$ cat src/rtl/jt900h_pkg.sv
`default_nettype none
// ============================================================================
// Module      : jt900h_pkg
// Description : Shared definitions for the JT900H memory access unit.
//               Provides the access size encodings, the access FSM state
//               constants and a helper that gives the byte count of a size.
// Revision    : 1.0  initial release
// ============================================================================
package jt900h_pkg;

  // Access size encodings. Encoding 3 is handled as a long access.
  localparam logic [1:0] SZ_BYTE = 2'd0;
  localparam logic [1:0] SZ_WORD = 2'd1;
  localparam logic [1:0] SZ_LONG = 2'd2;

  // Memory access FSM states
  localparam logic [1:0] ST_IDLE = 2'd0;
  localparam logic [1:0] ST_CYC  = 2'd1;
  localparam logic [1:0] ST_DONE = 2'd2;

  // Number of bytes moved by an access of the given size
  function automatic logic [2:0] size_bytes(input logic [1:0] sz);
    case (sz)
      SZ_BYTE: return 3'd1;
      SZ_WORD: return 3'd2;
      default: return 3'd4;
    endcase
  endfunction

endpackage
`default_nettype wire

$ cat src/rtl/jt900h_memacc_lanes.sv
`default_nettype none
// ============================================================================
// Module      : jt900h_memacc_lanes
// Description : Combinational byte-lane calculator for one 16-bit bus cycle
//               of a byte/word/long access.
// Ports       : i_a0    - bit 0 of the access start byte address
//               i_size  - access size (SZ_BYTE / SZ_WORD / SZ_LONG, 3 = long)
//               i_idx   - index of the current bus cycle within the access
//               o_dsn   - active-low lane enables ([0] even, [1] odd lane)
//               o_off0  - byte offset in the access carried by lane 0
//               o_off1  - byte offset in the access carried by lane 1
//               o_last  - current cycle is the final one of the access
// Revision    : 1.0  initial release
// ============================================================================
module jt900h_memacc_lanes
  import jt900h_pkg::*;
(
  input  logic       i_a0,
  input  logic [1:0] i_size,
  input  logic [1:0] i_idx,
  output logic [1:0] o_dsn,
  output logic [1:0] o_off0,
  output logic [1:0] o_off1,
  output logic       o_last
);

  logic [3:0] w_nbytes;
  logic [3:0] w_pos0;
  logic [3:0] w_rel0;
  logic [3:0] w_rel1;
  logic [3:0] w_ncyc;

  assign w_nbytes = {1'b0, size_bytes(i_size)};

  // Even-lane byte position relative to the word-aligned start of the access
  assign w_pos0 = {1'b0, i_idx, 1'b0};

  // Offset of each lane relative to the first byte of the access. The byte
  // before an odd start address wraps to 4'hF, which is never < byte count,
  // so that lane is disabled without a special case.
  assign w_rel0 = w_pos0 - {3'b000, i_a0};
  assign w_rel1 = w_pos0 + 4'd1 - {3'b000, i_a0};

  // ceil((a0 + bytes) / 2) bus cycles per access
  assign w_ncyc = ({3'b000, i_a0} + w_nbytes + 4'd1) >> 1;

  assign o_last = (({2'b00, i_idx} + 4'd1) == w_ncyc);
  assign o_dsn  = {~(w_rel1 < w_nbytes), ~(w_rel0 < w_nbytes)};
  assign o_off0 = w_rel0[1:0];
  assign o_off1 = w_rel1[1:0];

endmodule
`default_nettype wire

$ cat src/rtl/jt900h_memacc.sv
`default_nettype none
// ============================================================================
// Module      : jt900h_memacc
// Description : Byte/word/long memory access sequencer for a 16-bit bus.
//               Splits an access into one to three bus cycles, steering the
//               little-endian data onto the proper byte lanes.
// Ports       : rst, clk                 - async active-high reset, clock
//               start, addr, size, we,   - request strobe and its attributes
//               wdata
//               busy, done, rdata, err   - status, completion pulse, result
//               bus_addr, bus_cs, bus_we,- 16-bit bus master side
//               bus_dsn, bus_dout,
//               bus_din, bus_ok
// Config      : JT900H_MEMACC_TOUT_EN - when defined, a bus cycle that waits
//               TOUT cycles for bus_ok is aborted with err=1.
// Revision    : 1.0  initial release
// ============================================================================
module jt900h_memacc
  import jt900h_pkg::*;
#(
  parameter logic [7:0] TOUT = 8'd255
) (
  input  logic        rst,
  input  logic        clk,
  input  logic        start,
  input  logic [23:0] addr,
  input  logic [1:0]  size,
  input  logic        we,
  input  logic [31:0] wdata,
  output logic        busy,
  output logic        done,
  output logic [31:0] rdata,
  output logic        err,
  output logic [22:0] bus_addr,
  output logic        bus_cs,
  output logic        bus_we,
  output logic [1:0]  bus_dsn,
  output logic [15:0] bus_dout,
  input  logic [15:0] bus_din,
  input  logic        bus_ok
);

  logic [1:0]  r_state;
  logic [22:0] r_addr;
  logic        r_a0;
  logic [1:0]  r_size;
  logic        r_we;
  logic [31:0] r_wdata;
  logic [1:0]  r_idx;
  logic [31:0] r_rdata;

  logic [1:0]  w_dsn;
  logic [1:0]  w_off0;
  logic [1:0]  w_off1;
  logic        w_last;
  logic        w_cyc;
  logic [7:0]  w_wb0;
  logic [7:0]  w_wb1;

  jt900h_memacc_lanes u_lanes (
    .i_a0   (r_a0),
    .i_size (r_size),
    .i_idx  (r_idx),
    .o_dsn  (w_dsn),
    .o_off0 (w_off0),
    .o_off1 (w_off1),
    .o_last (w_last)
  );

  assign w_cyc = (r_state == ST_CYC);
  assign w_wb0 = r_wdata[{w_off0, 3'b000} +: 8];
  assign w_wb1 = r_wdata[{w_off1, 3'b000} +: 8];

`ifdef JT900H_MEMACC_TOUT_EN
  logic [7:0] r_cnt;
  logic       r_err;

  assign err = done & r_err;
`else
  logic [7:0] w_unused_tout;

  assign w_unused_tout = TOUT;
  assign err           = 1'b0;
`endif

  always_ff @(posedge clk or posedge rst) begin
    if (rst) begin
      r_state <= ST_IDLE;
      r_addr  <= 23'd0;
      r_a0    <= 1'b0;
      r_size  <= SZ_BYTE;
      r_we    <= 1'b0;
      r_wdata <= 32'd0;
      r_idx   <= 2'd0;
      r_rdata <= 32'd0;
`ifdef JT900H_MEMACC_TOUT_EN
      r_cnt   <= 8'd0;
      r_err   <= 1'b0;
`endif
    end else begin
      case (r_state)
        ST_IDLE: begin
          if (start) begin
            r_addr  <= addr[23:1];
            r_a0    <= addr[0];
            r_size  <= size;
            r_we    <= we;
            r_wdata <= wdata;
            r_idx   <= 2'd0;
            r_rdata <= 32'd0;
            r_state <= ST_CYC;
`ifdef JT900H_MEMACC_TOUT_EN
            r_cnt   <= 8'd0;
            r_err   <= 1'b0;
`endif
          end
        end
        ST_CYC: begin
          if (bus_ok) begin
            if (!r_we) begin
              if (!w_dsn[0]) r_rdata[{w_off0, 3'b000} +: 8] <= bus_din[7:0];
              if (!w_dsn[1]) r_rdata[{w_off1, 3'b000} +: 8] <= bus_din[15:8];
            end
            if (w_last) begin
              r_state <= ST_DONE;
            end else begin
              // 23-bit word address rolls over naturally at the top of memory
              r_idx  <= r_idx + 2'd1;
              r_addr <= r_addr + 23'd1;
`ifdef JT900H_MEMACC_TOUT_EN
              r_cnt  <= 8'd0;
`endif
            end
          end
`ifdef JT900H_MEMACC_TOUT_EN
          else if (r_cnt == TOUT - 8'd1) begin
            r_state <= ST_DONE;
            r_err   <= 1'b1;
            r_rdata <= 32'd0;
          end else begin
            r_cnt <= r_cnt + 8'd1;
          end
`endif
        end
        ST_DONE: begin
          r_state <= ST_IDLE;
        end
        default: begin
          r_state <= ST_IDLE;
        end
      endcase
    end
  end

  assign busy     = (r_state != ST_IDLE);
  assign done     = (r_state == ST_DONE);
  assign rdata    = r_rdata;
  assign bus_addr = r_addr;
  assign bus_cs   = w_cyc;
  assign bus_we   = w_cyc & r_we;
  assign bus_dsn  = w_cyc ? w_dsn : 2'b11;
  assign bus_dout = (w_cyc && r_we) ?
                    {(w_dsn[1] ? 8'h00 : w_wb1), (w_dsn[0] ? 8'h00 : w_wb0)} :
                    16'h0000;

endmodule
`default_nettype wire

$ cat config.mk
export PLATFORM = sky130hd
export DESIGN_NAME = jt900h_memacc
export DESIGN_NICKNAME = d
export VERILOG_FILES = /design/src/rtl/jt900h_pkg.sv /design/src/rtl/jt900h_memacc_lanes.sv /design/src/rtl/jt900h_memacc.sv
export SDC_FILE = /design/constraint.sdc
export NUM_CORES = 1
export LEC_CHECK = 0
export BUFFER_PORTS_ARGS = -buffer_cell sky130_fd_sc_hd__buf_2
export CAP_MARGIN = 0
export CORE_MARGIN = 10
export CORE_UTILIZATION = 54
export CTS_CLUSTER_SIZE = 8
export DETAILED_ROUTE_END_ITERATION = 10
export PLACE_DENSITY_LB_ADDON = 0.05
export SYNTH_ARGS = -nofsm -noshare
export SYNTH_HDL_FRONTEND = slang
export SYNTH_HIERARCHICAL = 1
export SYNTH_SLANG_ARGS = --single-unit
$ cat constraint.sdc
create_clock -name clk -period 3.8 [get_ports clk]
set_input_delay 0.76 -clock clk [delete_from_list [all_inputs] [get_ports clk]]
set_output_delay 0.76 -clock clk [all_outputs]
set_load 0.05 [all_outputs]
==> summary by stage, run 1 <==
Final layout
The repair_antennas step left the layout with diodes totalling 0. Of the cells placed in the final design, the portion with a size suffix greater than 1 is 0.2786. The final layout contains 880 nets. Relative to the synthesized area, the layout overhead comes to 15.78%.

Once layout is complete, the utilization of the core stands at 0.6393.

Place
The worst setup slack after placement is about 730 ps. The placer congestion estimate is ~0.86. The HPWL reported at the end of detailed placement is 12850 microns.

Input and output buffers added on the ports amount to between 150 and 200.

Global route
The number of antenna violations at the first check in global routing is 0. The aggregate global routing overflow is 0. The number of global-route vias before repair is approximately 5700.

The first global-routing pass estimated just under 30000 microns of wire. The pin count of the biggest net entering global routing is 80. In the global route stage, overall resource usage came out at 0.2243.

Synthesis
The count of warnings emitted by yosys is 6. By count the netlist is led by sky130_fd_sc_hd__nand2_1, sky130_fd_sc_hd__dfrtp_1, sky130_fd_sc_hd__a21oi_1. Each instance of the synthesized netlist takes up on average 9.137 sq um. The synthesized netlist net count is between 700 and 800. The number of distinct library cells after synthesis is 71.

The most numerous cell in the Yosys netlist is sky130_fd_sc_hd__nand2_1. The most used flip-flop cell after synthesis is sky130_fd_sc_hd__dfrtp_1. The number of synthesized flops with an enable pin is 0. The cell count after synthesis came out at 658.

The register bit total from synthesis is 95. Sorting the synthesized cells by area gives the leading types as sky130_fd_sc_hd__dfrtp_1, sky130_fd_sc_hd__nand2_1, sky130_fd_sc_hd__mux4_2, sky130_fd_sc_hd__ha_1, sky130_fd_sc_hd__a21oi_1. The sequential share of the synthesized area is 0.3954. The share of synthesized area in the top cell type comes to 0.3954. The biggest area contributor in the post-synthesis netlist is sky130_fd_sc_hd__dfrtp_1.

The synthesized cell area is approximately 6000 sq um. In the synthesized netlist the async set-or-reset flop fraction comes to 1.000.

Timing
The final cycle utilization of the critical path is 0.8954. In the final timing run, aggregate negative setup slack is 0 ps. Final hold analysis gives a worst-case slack of around 500 ps. The worst max-slew margin expressed relative to the limit is 0.2793. The final clock skew is 6.868 ps.

Setup repair after global routing left no endpoint under its margin. For this run, the top clock speed supported by timing is roughly 290 MHz. Subtracting the final worst setup slack from the clock period gives around 3400 ps. The final number of hold-violating endpoints is 0. The count of endpoints failing setup in the final report is 0. The minimum setup slack in the final design is between 300 and 400 ps.

The final number of max-transition violations is 0. At the pin with the least slew margin, the transition time is 1081 ps.

Worst setup path
Walking the worst path, the cells encountered are inv_1, nand2_1, ha_1, nor4_1, o21bai_1, nand2b_1, nor2b_1, buf_2. STA classifies the critical path endpoint as an output pin. STA classifies the critical path startpoint as a register.

The start-to-end type of the worst setup path is register to output pin. The slowest library cell on the worst path is sky130_fd_sc_hd__dfrtp_1. Of all nets on the critical path, the largest fanout is 9. At the worst endpoint, the required time is between 3000 and 4000 ps. The endpoint arrival time on the critical path is 2640 ps. The maximum cell stage delay along the critical path is 480 ps.

Clock network
The clock tree from TritonCTS is built. The clock latency reported for the late side of the worst-skew pair is approximately 370 ps. In this run the deepest clock path goes through 2 buffers. For this design, the sink count on the clock tree is between 90 and 100. The post-CTS repair timing setup buffer count is 0. The H-tree level count is 3.

The root buffer cell chosen for the clock tree is sky130_fd_sc_hd__clkbuf_8. The clock slew at the register clock pins of the worst setup and hold paths is 90 ps. TritonCTS created 9 clock buffers.

Die
The height of the die is about 130 microns. The die covers between 15000 and 20000 sq um. The initial utilization of the core area, before any placement, comes to 0.5522.

For this design the top-level I/O count stands at around 160. The region available for standard cell placement spans ~11000 sq um. Row generation in the floorplan step produced 38 rows. The horizontal extent of the die is about 130 microns.

Pwr
Summed over all nets, the switching power comes to 3.785 mW. The relative contribution of sequential cells to total power is 0.267. Of the total power, the share spent switching nets is 0.5362. Cell internal power was estimated by the tool at between 3 and 4 mW. The maximum resistive drop on vdd is 0.6948 mV.

The power per cell area is between 1000 and 1500 nW/um^2. Of the total power, the clock network draws 0.094. The share of total power dissipated in combinational logic is 0.640. For this design the static power due to leakage is around 3.3 nW.

Drt
In this run, the number of DRC markers left after iteration 0 of detailed routing was ~590. For this run, the detailed router's first-pass iteration total came to 7. The via count is 5598. After detailed routing, the average wire length per cell comes to 19.53 microns. The post-detailed-route count of antenna-violating nets is 0. The final routed DRC violation total is 0. The via density per instance is ~6.0. The overall routed net length is 18090 microns.

Run status
The flow ran to the end, and the final reports show no timing, DRC or antenna violations.

Worst hold path
The min-delay analysis places its worst path in the category register to register.

Flow run
The number of max-cap violations is 0.
## worst paths after layout
kind | startpoint | to | slack [ps] | cells past startpoint
worst max-delay path | r_size[1] | bus_dout[15] | 400 | 8
worst min-delay path | r_wdata[28] | r_wdata[28] | 500 | 2
worst max register to register | r_idx[0] | rdata[15] | 790 | 12
worst min register to register | r_wdata[28] | r_wdata[28] | 500 | 2
max in group asynchronous | rst | r_wdata[3] | 2340 | 3
min in group asynchronous | rst | rdata[2] | 620 | 2
## state kept, by name (all words and copies together), names as in the netlist
name / count
r_state: 2
bus_addr: 23
r_a0: 1
r_we: 1
rdata: 32
r_idx: 2
r_wdata: 32
r_size: 2
## layer usage
metal | track usage | vias to the layer above | part of all wire
li1 | - | 2627 | -
met2 | 0.3680 | 249 | 0.48
met1 | 0.2788 | 2701 | 0.41
met4 | 0.06775 | 0 | 0.015
met3 | 0.06633 | 21 | 0.087
met5 | 0 | - | 0
## kinds of logic after synthesis
| kind of cell | after synthesis | synth area share |
|---|---|---|
| AO/OA/AOI/OAI | 180 | 0.2069 |
| XOR/XNOR | 1 | 0.001457 |
| adder cells (fa/ha/maj) | 19 | 0.03954 |
| buffers and inverters | 69 | 0.05661 |
| flip-flops | 95 | 0.3954 |
| multiplexers | 19 | 0.06493 |
| other | 1 | 0.0006238 |
| AND/OR/NAND/NOR | 274 | 0.2345 |
## stage by stage
step                      cell area [sq um]  total power [mW]  cells
final                                  6960             7.059    926
after detailed placement               6780             6.395    911
after global routing                   6960             7.601    926
after floorplan                        6012             5.397    658
after global placement                 6780             6.248    911
after CTS                              6958             7.067    926
## cell type report
class | instances | area, sq um
repair buffers | 167 | 865.8
clock buffers | 10 | 127.6
fillers | 970 | 3928
flip-flops and latches | 95 | 2377
inverters | 15 | 61.31
well taps | 140 | 175.2
multi-input cells | 494 | 3303
clock inverters | 5 | 50.05
## power by group through the flow
stage | registers, mW | clock network [mW] | logic (mW)
2_1_floorplan | 2.50 | 0 | 2.90
4_1_cts | 1.88 | 0.672 | 4.52
6_report | 1.88 | 0.660 | 4.51
3_5_place_dp | 1.89 | 0 | 4.50
3_3_place_gp | 1.87 | 0 | 4.38
5_1_grt | 1.95 | 0.713 | 4.94
## layout by cell type (no fill, tap or decap), drive strengths merged, types with 2 or more instances in the layout
cell type | Yosys | final
buf | 31 | 167
nand2 | 153 | 153
dfrtp | 95 | 95
o21ai | 41 | 41
a21oi | 37 | 37
nor2b | 20 | 20
ha | 19 | 19
nand2b | 19 | 19
a22oi | 17 | 17
a221oi | 16 | 16
o31ai | 16 | 16
mux4 | 16 | 16
inv | 15 | 15
a2bb2oi | 13 | 13
nand3b | 11 | 11
nand3 | 10 | 10
and3 | 10 | 10
clkbuf | 23 | 10
o2bb2ai | 9 | 9
nand4 | 9 | 9
nor2 | 8 | 8
a211oi | 7 | 7
o22ai | 5 | 5
nor4 | 5 | 5
nor3b | 5 | 5
or3 | 4 | 4
nor3 | 4 | 4
clkinv | 0 | 4
and4 | 4 | 4
mux2i | 3 | 3
or3b | 2 | 2
or4 | 2 | 2
a31oi | 2 | 2
a311oi | 2 | 2
a21o | 2 | 2
a41o | 2 | 2
and2b | 2 | 2
and2 | 2 | 2
## repair_timing
action                                 in CTS  in global routing
setup endpoints to repair                   0                  2
endpoints found under the hold margin       0                  0
hold buffers                                0                  0
gates resized for setup                     0                  1
## worst max-delay path, delay by kind of cell (launching register included)
family / cells / cell delay [ps]
fa+ha+maj: 1 / 210
flops: 1 / 480
buf+inv: 2 / 390
compound gates: 1 / 240
simple gates: 4 / 940
No activity file was read; power rests on OpenSTA's default activity.
==> run 2, diff against run 1 <==
- ABC_AREA: not set -> 1
==> run 2 against run 1 <==
Largest cell class unchanged. Global-route usage rose by 0.20 points. Clock skew down 0.68 ps. Utilization grew 1.2 points. Sequential share of layout area is 2.2 points lower. Via count grew 16%. Non-clock buffer count down 2. Final area up 6.9%. Critical path depth grew 4. Count of clock-buffer cells in the layout up 1. Synthesized cell count is 36% higher. Critical path type unchanged. Highest routed layer unchanged.
==> summary by stage, run 2 <==
Place
The HPWL reported at the end of detailed placement was 13980 microns (+8.8%). The standard cell area after detailed placement was 7119 sq um (+5.0%). The count of port buffers added during placement was 155 (unchanged).

The placer congestion estimate was 0.9764 (+14%). The cell count after placement is 1162 (+28%).

Worst setup path
The maximum cell stage delay along the critical path is 380 ps (-100 ps). Traced cell by cell, the critical path runs through inv_1, ha_1, inv_1, ha_1, o21ai_1, nand2_1, nand2_1, nand2_1, inv_1, nand3_2, a21oi_1, buf_2. The largest fanout of any net on the critical path came to 8 (-1).

The critical path in this run is classified as register to output pin. The worst setup path is captured at an output pin. The cell type group with the largest total delay on the critical path is buffers and inverters. The buffer and inverter count on the worst path is 4 (+2).

The slowest library cell on the worst path is sky130_fd_sc_hd__dfrtp_1. The required arrival time at the worst endpoint was 3040 ps (about the same). The startpoint type of the worst setup path is a register.

The endpoint arrival time on the critical path is 2780 ps (+140 ps).

Die
The starting density of the core was 0.5524 (about the same). The count of boundary I/O pins is 157 (unchanged). The horizontal extent of the die was 128.1 microns (+2.0%).

The die outline area is 16400 sq um (+4.1%). The site row count is 39 (+2.6%). The height of the die is 128.1 microns (+2.0%). The area of the core was 11420 sq um (+4.9%).

Drt
The overall routed net length is 18790 microns (+3.9%). The routed length per instance is 15.95 microns (-18%). The via count is 6474 (+16%). The post-detailed-route count of antenna-violating nets is 0 (unchanged). The number of DRC markers after the initial detailed-route iteration is 663 (+13%). The final routed DRC violation total was 0 (unchanged).

The via density per instance came to 5.496 (-9.1%). The detailed-router iteration count before antenna repair is 5 (-2).

Timing
The count of endpoints failing setup in the final report is 0 (unchanged). The final clock skew came to 6.185 ps (-0.6835 ps). The final number of max-transition violations is 0 (unchanged).

The time the final worst path needs with I/O delays and setup is 3541 ps (+138.4 ps). Setup repair after global routing left no endpoint under its margin. The accumulated negative setup slack is 0 ps (unchanged). The final cycle utilization of the critical path is 0.9318 (+0.03642). The worst-case hold slack is 498.4 ps (-0.1080 ps). The slew at the pin with the worst max-slew slack is 1044 ps (-37.46 ps). The worst max-slew margin expressed relative to the limit came to 0.3017 (+0.02241). The achievable frequency is 282.4 MHz (-3.9%).

The final number of hold-violating endpoints is 0 (unchanged).

Synthesis
The synthesized netlist net count is 994 (+31%). The share of the synthesized area in the top cell type is 0.3769 (-0.01851). Counting instances in the post-synthesis netlist gives the leading cell types as sky130_fd_sc_hd__nand2_1, sky130_fd_sc_hd__dfrtp_1, sky130_fd_sc_hd__nor2_1.

The count of warnings emitted by yosys is 6 (unchanged). The synthesized cell area came to 6307 sq um (+4.9%). The synthesized area divided by synthesized cell count is 7.039 sq um (-23%). In the post-synthesis netlist, the biggest area contributors are sky130_fd_sc_hd__dfrtp_1, sky130_fd_sc_hd__nand2_1, sky130_fd_sc_hd__a21oi_1, sky130_fd_sc_hd__nor2_1, sky130_fd_sc_hd__o21ai_0. The most numerous cell in the Yosys netlist is sky130_fd_sc_hd__nand2_1. The number of distinct library cells after synthesis is 40 (-44%). The number of synthesized flops with an enable pin is 0 (unchanged). The sequential share of the synthesized area is 0.3769 (-0.01851).

The share of flip-flops with an asynchronous set or reset is 1.000 (unchanged). The register bit total from synthesis is 95 (unchanged). The library cell with the largest summed area after synthesis is sky130_fd_sc_hd__dfrtp_1. The number of standard cells after synthesis came to 896 (+36%). Among all flip-flop cells after synthesis, the most frequent one is sky130_fd_sc_hd__dfrtp_1.

Clock network
The number of clock sinks is 95 (unchanged). The cts-stage hold buffer count is 0 (unchanged). The H-tree level count is 3 (unchanged). The clock tree from TritonCTS is built. The maximum number of buffers from clock root to sink was 2 (unchanged). The total clock buffers created by CTS is 9 (unchanged). The clock latency reported for the late side of the worst-skew pair is 350 ps (-20 ps). The clock slew at the register clock pins of the worst setup and hold paths is 70 ps (-20 ps).

The cell chosen for the clock root is sky130_fd_sc_hd__clkbuf_16.

Final layout
The number of antenna diodes is 0 (unchanged). The fraction of layout cells with a size suffix above 1 is 0.2135 (-0.06510). The net total in the final layout is 1128 (+28%). In the layout the commonest cells are sky130_fd_sc_hd__nand2_1, sky130_fd_sc_hd__buf_2, sky130_fd_sc_hd__dfrtp_1. The area growth from synthesis to layout is 17.95%.

The library cell used most frequently in the layout, excluding fill and tap cells, is sky130_fd_sc_hd__nand2_1. The number of fill cells in the layout is 1099 (+13%). The post-route non-filler standard cell count was 1178 (+27%).

The final instance area is 7440 sq um (+6.9%).

Flow run
The number of max-cap violations was 0 (unchanged).

Global route
The number of antenna violations at the first check in global routing was 0 (unchanged). The pin count of the biggest net entering global routing came to 60 (-25%). After global routing, the most crowded layer is met2.

The met2 layer usage reported by global route came to 0.3503 (-0.01775). The overall track demand over capacity in global routing is 0.2263 (+0.002009). The global routing usage on met3 is 0.05252 (-0.01381). The aggregate global routing overflow came to 0 (unchanged). The wire length of the first global-routing pass was 30750 microns (+4.4%). The number of global-route vias before repair came to 6156 (+7.2%). The met1 track demand over resource is 0.3012 (+0.02239).

Run status
The flow ran to the end, and the final reports show no timing, DRC or antenna violations.

Worst hold path
The path class of the tightest hold or removal check is register to register.
[run 2: cell count changes after synthesis, sizes merged, moves of 20 or more]
| cell | change |
|---|---|
| nor2b | -20 |
| o21ai | +48 |
| nor2 | +87 |
| a21oi | +50 |
| inv | +69 |
| nand2 | +97 |
| nand3 | +41 |
[run 2: routing by layer]
layer | vias up | routed length [microns]
li1 | 3217 | -
met1 | 2965 | 8375
met2 | 255 | 8571
met3 | 37 | 1382
met4 | 0 | 461
met5 | - | 0
[run 2: what timing repair did]
action | 4_1_cts | 5_1_grt
setup endpoints to repair | 0 | 8
buffers inserted | 0 | 0
gates resized for setup | 0 | 1
[run 2: logic make-up (layout without fill, tap and decap cells)]
family / Yosys count / after routing / synth area share
AND/OR/NAND/NOR: 420 / 420 / 0.2781
XOR/XNOR: 3 / 3 / 0.004167
multiplexers: 19 / 19 / 0.03392
flip-flops: 95 / 95 / 0.3769
other: 1 / 1 / 0.0005945
AO/OA/AOI/OAI: 211 / 211 / 0.1801
buffers and inverters: 128 / 267 / 0.08848
adder cells (fa/ha/maj): 19 / 19 / 0.03769
[run 2: path summary, 6_finish.rpt]
check	from	end	slack [ps]	cells after the start
max	r_idx[0]	bus_dout[7]	260	12
min	rdata[15]	rdata[15]	500	2
max reg2reg	r_a0	rdata[12]	930	10
min reg2reg	rdata[15]	rdata[15]	500	2
max in group asynchronous	rst	r_wdata[8]	2620	3
min in group asynchronous	rst	rdata[7]	550	2
[run 2: cell type report]
class,count,area [sq um],area share
multi-input combinational,673,3377,0.4539
sequential,95,2377,0.3195
timing repair buffer,165,863.3,0.1160
inverter,86,327.8,0.04406
clock buffer,11,232.7,0.03128
tap,143,178.9,0.02405
clock inverter,5,82.58,0.01110
[run 2: worst reg2reg max path: stages, from the launching register on]
cell                       delay (ps)
sky130_fd_sc_hd__dfrtp_1          400
sky130_fd_sc_hd__inv_2            230
sky130_fd_sc_hd__buf_4            260
sky130_fd_sc_hd__clkinv_1         300
sky130_fd_sc_hd__ha_1             580
sky130_fd_sc_hd__inv_1             90
sky130_fd_sc_hd__nor2_2           270
sky130_fd_sc_hd__inv_1            190
sky130_fd_sc_hd__o21ai_0          210
sky130_fd_sc_hd__o21ai_0          110
sky130_fd_sc_hd__o22ai_1          130
[run 2: through the flow]
stage | util | worst slack (ps)
after floorplan | - | 492.7
after global placement | 0.6235 | 615.3
after detailed placement | 0.6235 | 538.4
after CTS | 0.6511 | 145.3
after global routing | 0.6515 | 38.45
final | 0.6515 | 259.1
Power of run 2 is not shown: default switching activity piles up to over one toggle a cycle in this logic, so the estimate is an artifact.
==> run 3, diff against run 2 <==
- CORE_UTILIZATION: 54 -> 50
- SETUP_SLACK_MARGIN: not set -> 0.02
==> run 3 against run 2 <==
Utilization decreased by 4.0 points. Count of clock-buffer cells in the layout is 1 higher. Worst setup slack better by 25 ps. Sequential cell count unchanged.
==> summary by stage, run 3 (same netlist as run 2, synthesis figures left out) <==
Die
The site row count is 40 (+2.6%). The count of boundary I/O pins is 157 (unchanged). The horizontal extent of the die is 132.3 microns (+3.3%). The height of the die is 132.3 microns (+3.3%). The starting density of the core was 0.5186 (-0.03376). The area of the core is 12160 sq um (+6.5%). The die outline area is 17510 sq um (+6.7%).

Global route
The met2 layer usage reported by global route is 0.3194 (-0.03085). The met1 track demand over resource is 0.2860 (-0.01522). The number of global-route vias before repair is 6034 (-2.0%). The aggregate global routing overflow was 0 (unchanged). The number of antenna violations at the first check in global routing is 0 (unchanged). The overall track demand over capacity in global routing is 0.2108 (-0.01550). The most utilized layer in the global route result is met2.

The wire length of the first global-routing pass is 30960 microns (+0.67%). The global routing usage on met3 is 0.04840 (-0.004123). The pin count of the biggest net entering global routing is 58 (-3.3%).

Timing
The final clock skew was 9.006 ps (+2.821 ps). The accumulated negative setup slack was 0 ps (unchanged). Setup repair after global routing left no endpoint under its margin. The worst max-slew margin expressed relative to the limit is 0.3030 (+0.001273). The final number of max-transition violations is 0 (unchanged). The count of endpoints failing setup in the final report is 0 (unchanged). The achievable frequency is 284.4 MHz (+0.72%). The final number of hold-violating endpoints came to 0 (unchanged). The final cycle utilization of the critical path is 0.9252 (-0.006653).

The slew at the pin with the worst max-slew slack is 1042 ps (-1.903 ps). The time the final worst path needs with I/O delays and setup is 3516 ps (-25.28 ps).

Worst setup path
The endpoint arrival time on the critical path is 2760 ps (-20 ps). The required arrival time at the worst endpoint is 3040 ps (about the same). The critical path is of the register to output pin type. The largest fanout of any net on the critical path is 8 (unchanged). The worst setup path is launched from a register.

The endpoint type of the worst setup path is an output pin.

Final layout
The net total in the final layout came to 1126 (-0.18%). Leaving out fill and tap cells, the most frequent cells in the layout are sky130_fd_sc_hd__nand2_1, sky130_fd_sc_hd__buf_2, sky130_fd_sc_hd__dfrtp_1. The number of fill cells in the layout is 1229 (+12%). The area growth from synthesis to layout is 17.89% (about the same).

The most common cell after layout, fill and taps aside is sky130_fd_sc_hd__nand2_1. The post-route core utilization came to 0.6114 (-0.04013). The fraction of layout cells with a size suffix above 1 is 0.2120 (-0.001523).

The number of antenna diodes is 0 (unchanged).

Clock network
The H-tree level count was 3 (unchanged). The number of clock sinks is 95 (unchanged). The clock slew at the register clock pins of the worst setup and hold paths is 60 ps (about the same). The clock latency reported for the late side of the worst-skew pair is 350 ps (about the same).

The total clock buffers created by CTS came to 9 (unchanged). The maximum number of buffers from clock root to sink is 2 (unchanged). TritonCTS built the clock tree. The cell sitting at the root of the clock tree is a sky130_fd_sc_hd__clkbuf_16.

Place
The count of port buffers added during placement came to 155 (unchanged). The HPWL reported at the end of detailed placement was 14230 microns (+1.8%). The placer congestion estimate was 0.9423 (-3.5%).

Drt
The post-detailed-route count of antenna-violating nets came to 0 (unchanged). The final routed DRC violation total is 0 (unchanged). The detailed-router iteration count before antenna repair was 5 (unchanged). The routed length per instance came to 15.89 microns (-0.36%). The overall routed net length is 19090 microns (+1.6%). The number of DRC markers after the initial detailed-route iteration is 603 (-9.0%). The via count is 6478 (+0.062%). The via density per instance is 5.394 (-1.9%).

Worst hold path
The worst hold path belongs to the class input port to async pin.

Run status
The flow ran to the end, and the final reports show no timing, DRC or antenna violations.

Flow run
The number of max-cap violations is 0 (unchanged).
## run 3: final cells by class
class                   count  area, sq um  share of cell area
flip-flops and latches     95         2377              0.3197
multi-input cells         673         3377              0.4541
inverters                  86        327.8             0.04409
well taps                 168        210.2             0.02827
clock buffers              12        246.5             0.03315
clock inverters             4        45.04            0.006058
repair buffers            163        852.1              0.1146
## run 3: what timing repair did
| action | 4_1_cts | 5_1_grt |
|---|---|---|
| gates resized for setup | 0 | 2 |
| setup buffers | 0 | 0 |
| hold buffers | 0 | 0 |
| endpoints found under the setup margin | 0 | 8 |
## run 3: path summary, 6_finish.rpt
kind | startpoint | slack [ps] | cells past startpoint | to
min in group clk | rdata[1] | 510 | 2 | rdata[1]
setup / recovery | r_idx[0] | 280 | 12 | bus_dout[7]
setup reg to reg | r_a0 | 950 | 10 | rdata[8]
hold reg to reg | rdata[1] | 510 | 2 | rdata[1]
hold / removal | rst | 440 | 2 | rdata[6]
max in group asynchronous | rst | 2680 | 3 | r_wdata[14]
## run 3: routing by layer
metal  wire length, microns  up-vias
li1                       -     3215
met1                   8841     2994
met2                   8426      230
met3                   1287       39
met4                    533        0
met5                      0        -
## run 3: stage by stage
stage	setup WS [ps]	cell area, sq um	hold WS (ps)	std cells
after floorplan	492.7	6307	491.0	896
after global placement	579.2	7136	485.2	1185
after detailed placement	554.5	7136	494.7	1185
after CTS	172.3	7427	461.3	1201
after global routing	44.57	7436	488.6	1201
final	284.4	7436	442.8	1201
## run 3: critical path: stages (launching register included)
cell,delay [ps]
sky130_fd_sc_hd__dfrtp_1,380
sky130_fd_sc_hd__inv_1,130
sky130_fd_sc_hd__ha_1,250
sky130_fd_sc_hd__inv_1,70
sky130_fd_sc_hd__ha_1,220
sky130_fd_sc_hd__o21ai_1,80
sky130_fd_sc_hd__nand2_1,60
sky130_fd_sc_hd__nand2_1,60
sky130_fd_sc_hd__nand2_1,150
sky130_fd_sc_hd__inv_1,240
sky130_fd_sc_hd__nand3_2,240
sky130_fd_sc_hd__a21oi_1,240
sky130_fd_sc_hd__buf_2,300
Power of run 3 is left out for the same reason.
